**config.mk**
```make
export PLATFORM = sky130hd
export DESIGN_NAME = ext_irq_ctrl
export DESIGN_NICKNAME = d
export VERILOG_FILES = /design/src/rtl/ext_irq_ctrl.sv
export SDC_FILE = /design/constraint.sdc
export NUM_CORES = 1
export LEC_CHECK = 0
export CAP_MARGIN = 10
export CORE_UTILIZATION = 40
export CTS_BUF_LIST = sky130_fd_sc_hd__clkbuf_4
export DETAILED_ROUTE_END_ITERATION = 10
export GPL_TIMING_DRIVEN = 0
export HOLD_SLACK_MARGIN = 0.15
export MAX_ROUTING_LAYER = met4
export SYNTH_ARGS = -nofsm -noshare
export SYNTH_HDL_FRONTEND = slang
export SYNTH_SLANG_ARGS = --single-unit
```
**constraint.sdc**
```tcl
create_clock -name CLOCK_50 -period 2 [get_ports CLOCK_50]
set_input_delay 0.3 -clock CLOCK_50 [delete_from_list [all_inputs] [get_ports CLOCK_50]]
set_output_delay 0.3 -clock CLOCK_50 [all_outputs]
set_load 0.02 [all_outputs]
```
**src/rtl/ext_irq_ctrl.sv**
```systemverilog
// External interrupt controller: edge-captured, maskable, fixed-priority requests
// presented to the processor over a four-phase ExtIRQ/ExtIAck handshake.
module ext_irq_ctrl #(
  parameter int N_SRC   = 4,
  parameter int ID_W    = 2,
  parameter int TIMEOUT = 64,
  parameter int HOLDOFF = 2
) (
  input  logic             CLOCK_50,
  input  logic             reset,
  input  logic [N_SRC-1:0] src_req,
  input  logic             mask_we,
  input  logic [N_SRC-1:0] mask_wdata,
  input  logic             clr_err,
  input  logic             ExtIAck,
  output logic             ExtIRQ,
  output logic [ID_W-1:0]  irq_id,
  output logic [N_SRC-1:0] pending,
  output logic             timeout_err,
  output logic             busy
);

  localparam int TO_W = (TIMEOUT > 1) ? $clog2(TIMEOUT) : 1;
  localparam int HO_W = (HOLDOFF > 1) ? $clog2(HOLDOFF) : 1;
  localparam logic [TO_W-1:0] TO_LAST = TO_W'(TIMEOUT - 1);
  // HOLDOFF is expected to be at least 1; the IDLE decision cycle adds one more low cycle.
  localparam logic [HO_W-1:0] HO_LAST = HO_W'(HOLDOFF - 1);

  typedef enum logic [1:0] {
    S_IDLE,
    S_ASSERT,
    S_RELEASE,
    S_HOLDOFF
  } state_t;

  state_t            state_q;
  logic              irq_q;
  logic [ID_W-1:0]   id_q;
  logic [TO_W-1:0]   to_cnt_q;
  logic [HO_W-1:0]   ho_cnt_q;

  logic [N_SRC-1:0]  src_prev_q;
  logic [N_SRC-1:0]  pending_q, pending_d;
  logic [N_SRC-1:0]  mask_q, mask_d;
  logic              err_q, err_d;

  logic [N_SRC-1:0]  rise;
  logic [N_SRC-1:0]  eligible;
  logic [N_SRC-1:0]  ack_clr_vec;
  logic [ID_W-1:0]   winner;
  logic              ack_hit;
  logic              tmo_hit;

  always_comb begin
    rise     = src_req & ~src_prev_q;
    eligible = pending_q & mask_q;

    // Scan downwards so the lowest eligible index is the last one written.
    winner = '0;
    for (int i = N_SRC - 1; i >= 0; i--) begin
      if (eligible[i]) winner = ID_W'(i);
    end

    // An ack arriving on the final timeout cycle is still an ack.
    ack_hit = (state_q == S_ASSERT) && ExtIAck;
    tmo_hit = (state_q == S_ASSERT) && !ExtIAck && (to_cnt_q == TO_LAST);

    ack_clr_vec = '0;
    if (ack_hit) ack_clr_vec[id_q] = 1'b1;

    // A fresh edge on the source being acknowledged re-arms it (set wins).
    pending_d = (pending_q & ~ack_clr_vec) | rise;
    mask_d    = mask_we ? mask_wdata : mask_q;
    err_d     = (err_q & ~clr_err) | tmo_hit;
  end

  always_ff @(posedge CLOCK_50 or negedge reset) begin
    if (!reset) begin
      src_prev_q <= '0;
      pending_q  <= '0;
      mask_q     <= '1;
      err_q      <= 1'b0;
    end else begin
      src_prev_q <= src_req;
      pending_q  <= pending_d;
      mask_q     <= mask_d;
      err_q      <= err_d;
    end
  end

  always_ff @(posedge CLOCK_50 or negedge reset) begin
    if (!reset) begin
      state_q  <= S_IDLE;
      irq_q    <= 1'b0;
      id_q     <= '0;
      to_cnt_q <= '0;
      ho_cnt_q <= '0;
    end else begin
      case (state_q)
        S_IDLE: begin
          irq_q <= 1'b0;
          // A lingering ack from the previous handshake blocks a new request.
          if ((eligible != '0) && !ExtIAck) begin
            state_q  <= S_ASSERT;
            irq_q    <= 1'b1;
            id_q     <= winner;
            to_cnt_q <= '0;
          end
        end
        S_ASSERT: begin
          if (ack_hit) begin
            state_q <= S_RELEASE;
            irq_q   <= 1'b0;
          end else if (tmo_hit) begin
            state_q  <= S_HOLDOFF;
            irq_q    <= 1'b0;
            ho_cnt_q <= '0;
          end else begin
            to_cnt_q <= to_cnt_q + 1'b1;
          end
        end
        S_RELEASE: begin
          irq_q <= 1'b0;
          if (!ExtIAck) begin
            state_q  <= S_HOLDOFF;
            ho_cnt_q <= '0;
          end
        end
        S_HOLDOFF: begin
          irq_q <= 1'b0;
          if (ho_cnt_q == HO_LAST) begin
            state_q <= S_IDLE;
          end else begin
            ho_cnt_q <= ho_cnt_q + 1'b1;
          end
        end
        default: begin
          state_q <= S_IDLE;
          irq_q   <= 1'b0;
        end
      endcase
    end
  end

  assign ExtIRQ      = irq_q;
  assign irq_id      = id_q;
  assign pending     = pending_q;
  assign timeout_err = err_q;
  assign busy        = (state_q != S_IDLE);

endmodule

```
==> results.md, run 1 <==
- Syn Nets: 137
- Max Clk Rate: 530.7 MHz
- Crit path capture type: output port
- Peak supply drop: 0.6766 mV
- Fin. Hold Viols: 0
- ANT nets after route: 0
- CP most frequent cell: inv_1
- Number of stages on the worst setup path: 4
- Crit path max-delay family: buffers and inverters
- Maximum clock insertion buffer count: 2
- Sequential-to-total area share from yosys stat: 49.95%
- I/O pin cnt: 22
- CP max stage delay: 430 ps
- Port Buf Inserts: 21
- Period utilization: 94.22%
- Share of layout cells above drive strength 1: 17.36%
- Number of buffers and inverters on the critical path: 3
- Final Power: 1.752 mW
- Crit path kind: reg2out
- Status: finished, final reports clean
- Fin crit period: 1884 ps
- Cell breakdown of the critical path: inv_1 -> ha_1 -> inv_1 -> clkdlybuf4s15_1
- Slowest CP cell: dfrtp_1
- TritonCTS buffer count: 3
- Ys Warns: 0
- DR iter-0 viols: 48
- Rel. slew slack: 67.59%
- Clock Latency Late Sink: 320 ps
- Min-delay worst type: in2async
- Depth of the most critical reg-to-reg path: 7
- GRT Residual Overflow: 0
- Area added between synthesis and finish: 25.57%
- Power Density: 1105 mW/mm2
- Die Ht: 58.18 um
- Dpl hpwl: 1853 um
- Initial Util: 41.69%
- CP required: 1700 ps
- Worst Tran Pin Value: 486.2 ps
- Register clock-pin slew on the reported worst setup and hold paths: 130 ps
- Worst setup SP type: flop
- H-Tree Depth: 1
- Standard-cell row count: 20
- CP arrival: 1580 ps
- Yosys reg bits: 25
- DRC violations left: 0
- WL/cell: 13.24 um
- Clock Sinks: 25
- Slew Viols, Final: 0
- First-pass GRT wire length: 4215 um
- Cell taking the most area after synthesis: dfrtp_1
- Post-synthesis cell type count: 35
- Setup Total Neg Slack: 0 ps
- Total core area: 0.003028 mm2
- Ant diodes: 0
- Pin count of the biggest net entering global routing: 26
- Post-synth top area share: 41.63%
- Clock Skew: 11.65 ps
- P_leak: 0.6464 nW
- Post-layout nets: 164
- Post-Synthesis Cells: 118
- Vias: 950
- Syn Area/Cell: 10.70 um2
- Unrepaired setup endpoints after global routing: no
- DR vias/cell: 5.053
- Initial antenna violation count: 0
- Max Cap Violations: 0
- Root Driver: clkbuf_4
- Synthesized area: 0.001262 mm2
- Placer Congestion: 0.7715
- Post-Route WL: 2490 um
- Vias in the first global route: 915
- Final setup violation count: 0
- Overall die area: 0.003385 mm2
- Synth top area cells: dfrtp_1 (42%), dfstp_2 (8.3%), ha_1 (5.9%), mux2_2 (5.4%), o21ai_0 (4.4%)
- TritonCTS clock tree: done
- DRT Pass-1 Iters: 4
- Total global-route track usage: 17.33%
- Final non-filler cell area: 0.001585 mm2
- Placed Area: 0.001528 mm2
- Worst-path maximum fanout: 7
- Die X: 58.18 um
==> worst paths after layout <==
| kind | startpoint | to | slack, ps |
|---|---|---|---|
| worst max-delay path | state_q[1]$_DFFE_PN0P_ | busy | 120 |
| worst min-delay path | reset | to_cnt_q[2]$_DFFE_PN0P_ | 280 |
| worst max register to register | state_q[1]$_DFFE_PN0P_ | ho_cnt_q$_DFFE_PN0P_ | 190 |
| worst min register to register | src_prev_q[3]$_DFF_PN0_ | pending[3]$_DFF_PN0_ | 430 |
| max in group asynchronous | reset | mask_q[2]$_DFFE_PN1P_ | 1200 |
| min in group CLOCK_50 | src_prev_q[3]$_DFF_PN0_ | pending[3]$_DFF_PN0_ | 430 |
==> power by group <==
group	leakage [nW]	internal (mW)	switching, mW
Sequential	0.297	0.626	0.114
Clock	0.0184	0.0916	0.143
Combinational	0.331	0.365	0.413
Total	0.646	1.08	0.670
==> timing repair <==
item                       CTS  global route
pin swaps                    0             0
buffers inserted             0             0
gates resized for setup      1             1
hold buffers                 0             0
setup endpoints to repair    1             1
==> Yosys cell counts <==
library cell and number:
a2111oi_4 1, a211oi_1 1, a21oi_1 4, a21oi_2 1
a221o_1 1, a22oi_1 1, a22oi_2 2, a31oi_1 4
a32o_1 1, a41oi_1 1, and3_1 1, and3_2 1
and3_4 1, buf_2 2, clkbuf_2 1, dfrtp_1 21
dfstp_2 4, ha_1 6, inv_1 13, mux2_2 6
mux2i_1 2, nand2_1 8, nand2b_1 2, nand3_1 6
nand3_2 1, nor2_1 3, nor2b_1 1, nor3_1 3
o211ai_1 1, o21ai_0 11, o221ai_1 1, o22ai_1 2
o31ai_1 2, o32a_1 1, or2_1 1
==> kinds of logic after synthesis <==
group | count (synthesis) | synth area share, %
buffers and inverters | 16 | 5.054
and+or+nand+nor | 28 | 11.60
DFF | 25 | 49.95
muxes | 8 | 6.937
adders and majority gates | 6 | 5.946
AOI/OAI and AO/OA | 35 | 20.52
==> stage by stage <==
step	cells	setup WS [ps]	utilization, %	hold WS [ps]
6_report	188	115.6	52.36	277.9
4_1_cts	187	65.51	51.41	431.8
3_3_place_gp	183	174.9	50.45	401.1
3_5_place_dp	183	167.0	50.45	413.7
2_1_floorplan	118	361.4	-	4.409
5_1_grt	188	19.30	52.36	281.9
==> metal layers <==
layer	vias up	routed length, um	track usage (%)
met3	4	76	4.688
li1	481	-	-
met1	446	1185	21.92
met5	-	0	-
met2	19	1193	26.60
met4	0	35	6.463
==> cells in the final DEF, fill, tap and decap left out, drive strengths merged, types with 2 or more instances in the layout <==
| cell | instances |
|---|---|
| o31ai | 2 |
| o21ai | 11 |
| nor3 | 3 |
| and3 | 3 |
| mux2 | 6 |
| buf | 3 |
| clkbuf | 5 |
| nand2b | 2 |
| a22oi | 3 |
| clkdlybuf4s50 | 20 |
| nand2 | 8 |
| inv | 13 |
| nor2 | 3 |
| dfrtp | 21 |
| ha | 6 |
| nand3 | 7 |
| dfstp | 4 |
| a31oi | 4 |
| a21oi | 5 |
| o22ai | 2 |
| mux2i | 2 |
==> cell type report <==
cell class                      instances  area [um2]
Tap cell                               44       55.05
Clock buffer                            4       30.03
Timing Repair Buffer                   22       237.7
Multi-Input combinational cell         77       568.0
Sequential cell                        25       630.6
Inverter                               13       48.80
Buffer                                  3       15.01
Fill cell                             279        1443
==> flip-flops by register name (all words and copies together), names as in the netlist <==
name and count:
to_cnt_q 6, irq_id 2, ho_cnt_q 1, mask_q 4, ExtIRQ 1, pending 4
timeout_err 1, src_prev_q 4, state_q 2
Power figures use the tool's default switching activity.
==> run 2, diff against run 1 <==
--- a/config.mk
+++ b/config.mk
@@ -5,7 +5,7 @@
 export SDC_FILE = /design/constraint.sdc
 export NUM_CORES = 1
 export LEC_CHECK = 0
-export CAP_MARGIN = 10
+export CAP_MARGIN = 15
 export CORE_UTILIZATION = 40
 export CTS_BUF_LIST = sky130_fd_sc_hd__clkbuf_4
 export DETAILED_ROUTE_END_ITERATION = 10
==> results of run 2 <==
Same layout as run 1: the final DEF is identical, and so are final timing and power.
==> run 3, diff against run 2 <==
--- a/config.mk
+++ b/config.mk
@@ -5,13 +5,15 @@
 export SDC_FILE = /design/constraint.sdc
 export NUM_CORES = 1
 export LEC_CHECK = 0
-export CAP_MARGIN = 15
+export CAP_MARGIN = 10
 export CORE_UTILIZATION = 40
 export CTS_BUF_LIST = sky130_fd_sc_hd__clkbuf_4
+export CTS_CLUSTER_DIAMETER = 30
 export DETAILED_ROUTE_END_ITERATION = 10
 export GPL_TIMING_DRIVEN = 0
 export HOLD_SLACK_MARGIN = 0.15
 export MAX_ROUTING_LAYER = met4
+export PLACE_DENSITY = 0.66
 export SYNTH_ARGS = -nofsm -noshare
 export SYNTH_HDL_FRONTEND = slang
 export SYNTH_SLANG_ARGS = --single-unit
==> constraint.sdc (replaced) <==
create_clock -name CLOCK_50 -period 1.6 [get_ports CLOCK_50]
set_input_delay 0.24 -clock CLOCK_50 [delete_from_list [all_inputs] [get_ports CLOCK_50]]
set_output_delay 0.24 -clock CLOCK_50 [all_outputs]
set_load 0.02 [all_outputs]
==> run 3 against run 2 <==
- cell count is 5.3% higher
- die area unchanged
- highest routed layer unchanged
- largest power group unchanged
- sequential cell count did not move
==> results.md, run 3 (same netlist as run 1, synthesis figures left out) <==
- Worst-path maximum fanout: 7
- Register clock-pin slew on the reported worst setup and hold paths: 150 ps
- Max Clk Rate: 632.3 MHz
- CP arrival: 1810 ps
- Clk pwr share: 12.5%
- Final setup violation count: 0
- CP max stage delay: 430 ps
- Clock Skew: 11.16 ps
- Clock Latency Late Sink: 340 ps
- Commonest non-fill, non-tap cell in the layout: dfrtp_1
- Total global-route track usage: 18.62%
- Rel. slew slack: 69.34%
- DRT Pass-1 Iters: 4
- Initial antenna violation count: 0
- DRC violations left: 0
- Clock Sinks: 25
- Min-delay worst type: in2async
- Commonest cells after routing, fill and taps aside: dfrtp_1 (20), buf_4 (12), clkdlybuf4s50_1 (12), inv_1 (10), o21ai_0 (10)
- Reg with most FFs: to_cnt_q
- Post-Route WL: 2760 um
- Crit path capture type: flop
- GRT Residual Overflow: 0
- Fin. Hold Viols: 0
- Setup ws final: 18.49 ps
- Pin count of the biggest net entering global routing: 26
- WL/cell: 13.94 um
- Slowest CP cell: dfrtp_1
- Comb pwr share: 50.3%
- Hold_ws: 193.5 ps
- ANT nets after route: 0
- P_leak: 0.7277 nW
- Die X: 58.18 um
- TritonCTS clock tree: done
- Placer Congestion: 0.8286
- Largest register FFs: 6
- Fin crit period: 1582 ps
- Sequential Power Share: 37.2%
- Peak supply drop: 0.7261 mV
- Post-layout nets: 174
- DR vias/cell: 5.232
- Die Ht: 58.18 um
- Sw Ratio: 39.82%
- Standard-cell row count: 20
- First-pass GRT wire length: 4588 um
- Slew Viols, Final: 0
- Initial Util: 41.69%
- H-Tree Depth: 1
- Ant diodes: 0
- DP Cell Count: 183
- Final Power: 2.506 mW
- Cell breakdown of the critical path: ha_4 -> nand3_4 -> or2_4 -> a21oi_2 -> mux2_2
- Area added between synthesis and finish: 38.16%
- Dpl hpwl: 1872 um
- I/O pin cnt: 22
- Post-Layout Cell Count: 198
- Root Driver: clkbuf_4
- Total core area: 0.003028 mm2
- Unrepaired setup endpoints after global routing: yes
- Vias: 1036
- Share of layout cells above drive strength 1: 32.47%
- CP required: 1830 ps
- Worst Tran Pin Value: 458.4 ps
- Crit path kind: reg2reg
- Max Cap Violations: 0
- Vias in the first global route: 1048
- Port Buf Inserts: 21
- Status: finished, final reports clean
- DR iter-0 viols: 44
- P_sw: 997.6 uW
- Worst setup SP type: flop
- Dpl ws: -189.8 ps
- Depth of the most critical reg-to-reg path: 5
- Overall die area: 0.003385 mm2
- Setup Total Neg Slack: 0 ps
- TritonCTS buffer count: 3
- Period utilization: 98.84%
- Power Density: 1437 mW/mm2
- Internal power: 1.508 mW
- Maximum clock insertion buffer count: 2
==> run 3: cell count changes in the layout (fill, tap and decap cells not counted), moves of 2 or more <==
| cell | change |
|---|---|
| buf_4 | +12 |
| clkdlybuf4s50_1 | -8 |
| dlygate4sd2_1 | +6 |
| dlymetal6s2s_1 | +2 |
| ha_1 | -4 |
| ha_4 | +3 |
| inv_1 | -3 |
| inv_2 | +2 |
==> run 3: worst paths after layout <==
kind | from | endpoint | slack [ps]
worst min-delay path | reset | timeout_err$_DFF_PN0_ | 190
min in group CLOCK_50 | src_req[0] | src_prev_q[0]$_DFF_PN0_ | 340
worst max register to register | to_cnt_q[1]$_DFFE_PN0P_ | ho_cnt_q$_DFFE_PN0P_ | 20
max in group asynchronous | reset | mask_q[3]$_DFFE_PN1P_ | 880
worst min register to register | src_prev_q[1]$_DFF_PN0_ | pending[1]$_DFF_PN0_ | 420
worst max-delay path | to_cnt_q[1]$_DFFE_PN0P_ | ho_cnt_q$_DFFE_PN0P_ | 20
==> run 3: critical path, delay by kind of cell, from the launching register on <==
kind                     cells  cell delay [ps]
flip-flops                   1              430
AND/OR/NAND/NOR              2              390
multiplexers                 1              340
adder cells (fa/ha/maj)      1              170
AO/OA/AOI/OAI                1              160
==> run 3: layout make-up <==
cell class / count / area [um2]
fill: 279 / 1284
sequential: 25 / 631.9
tap: 44 / 55.05
multi-input combinational: 77 / 643.1
buffer: 2 / 12.51
timing repair buffer: 33 / 319.1
clock buffer: 3 / 22.52
clock inverter: 1 / 8.758
inverter: 13 / 51.30
==> run 3: layer usage <==
layer  GRT usage [%]  wire (um)
met1           23.11       1232
met2           30.21       1415
met3           2.009         81
met4           9.184         31
met5               -          0
==> run 3: repair_timing <==
item | in CTS | in global routing
buffers inserted | 6 | 5
endpoints found under the setup margin | 17 | 8
gates cloned | 0 | 0
pin swaps | 5 | 8
hold buffers | 0 | 0
resized for setup | 23 | 10
==> run 3: power by group through the flow <==
stage          Sequential, mW  Clock (mW)  Combinational (mW)
3_5_place_dp            0.937           0               0.995
6_report                0.931       0.313                1.26
4_1_cts                 0.916       0.321                1.12
2_1_floorplan           0.977           0               0.614
5_1_grt                 0.957       0.349                1.37
3_3_place_gp            0.931           0               0.973
==> run 3: through the flow <==
step                      cell area (um2)  util [%]
after floorplan                      1271         -
after global placement               1536     50.74
after detailed placement             1536     50.74
after CTS                            1645     54.34
after global routing                 1744     57.60
final                                1744     57.60
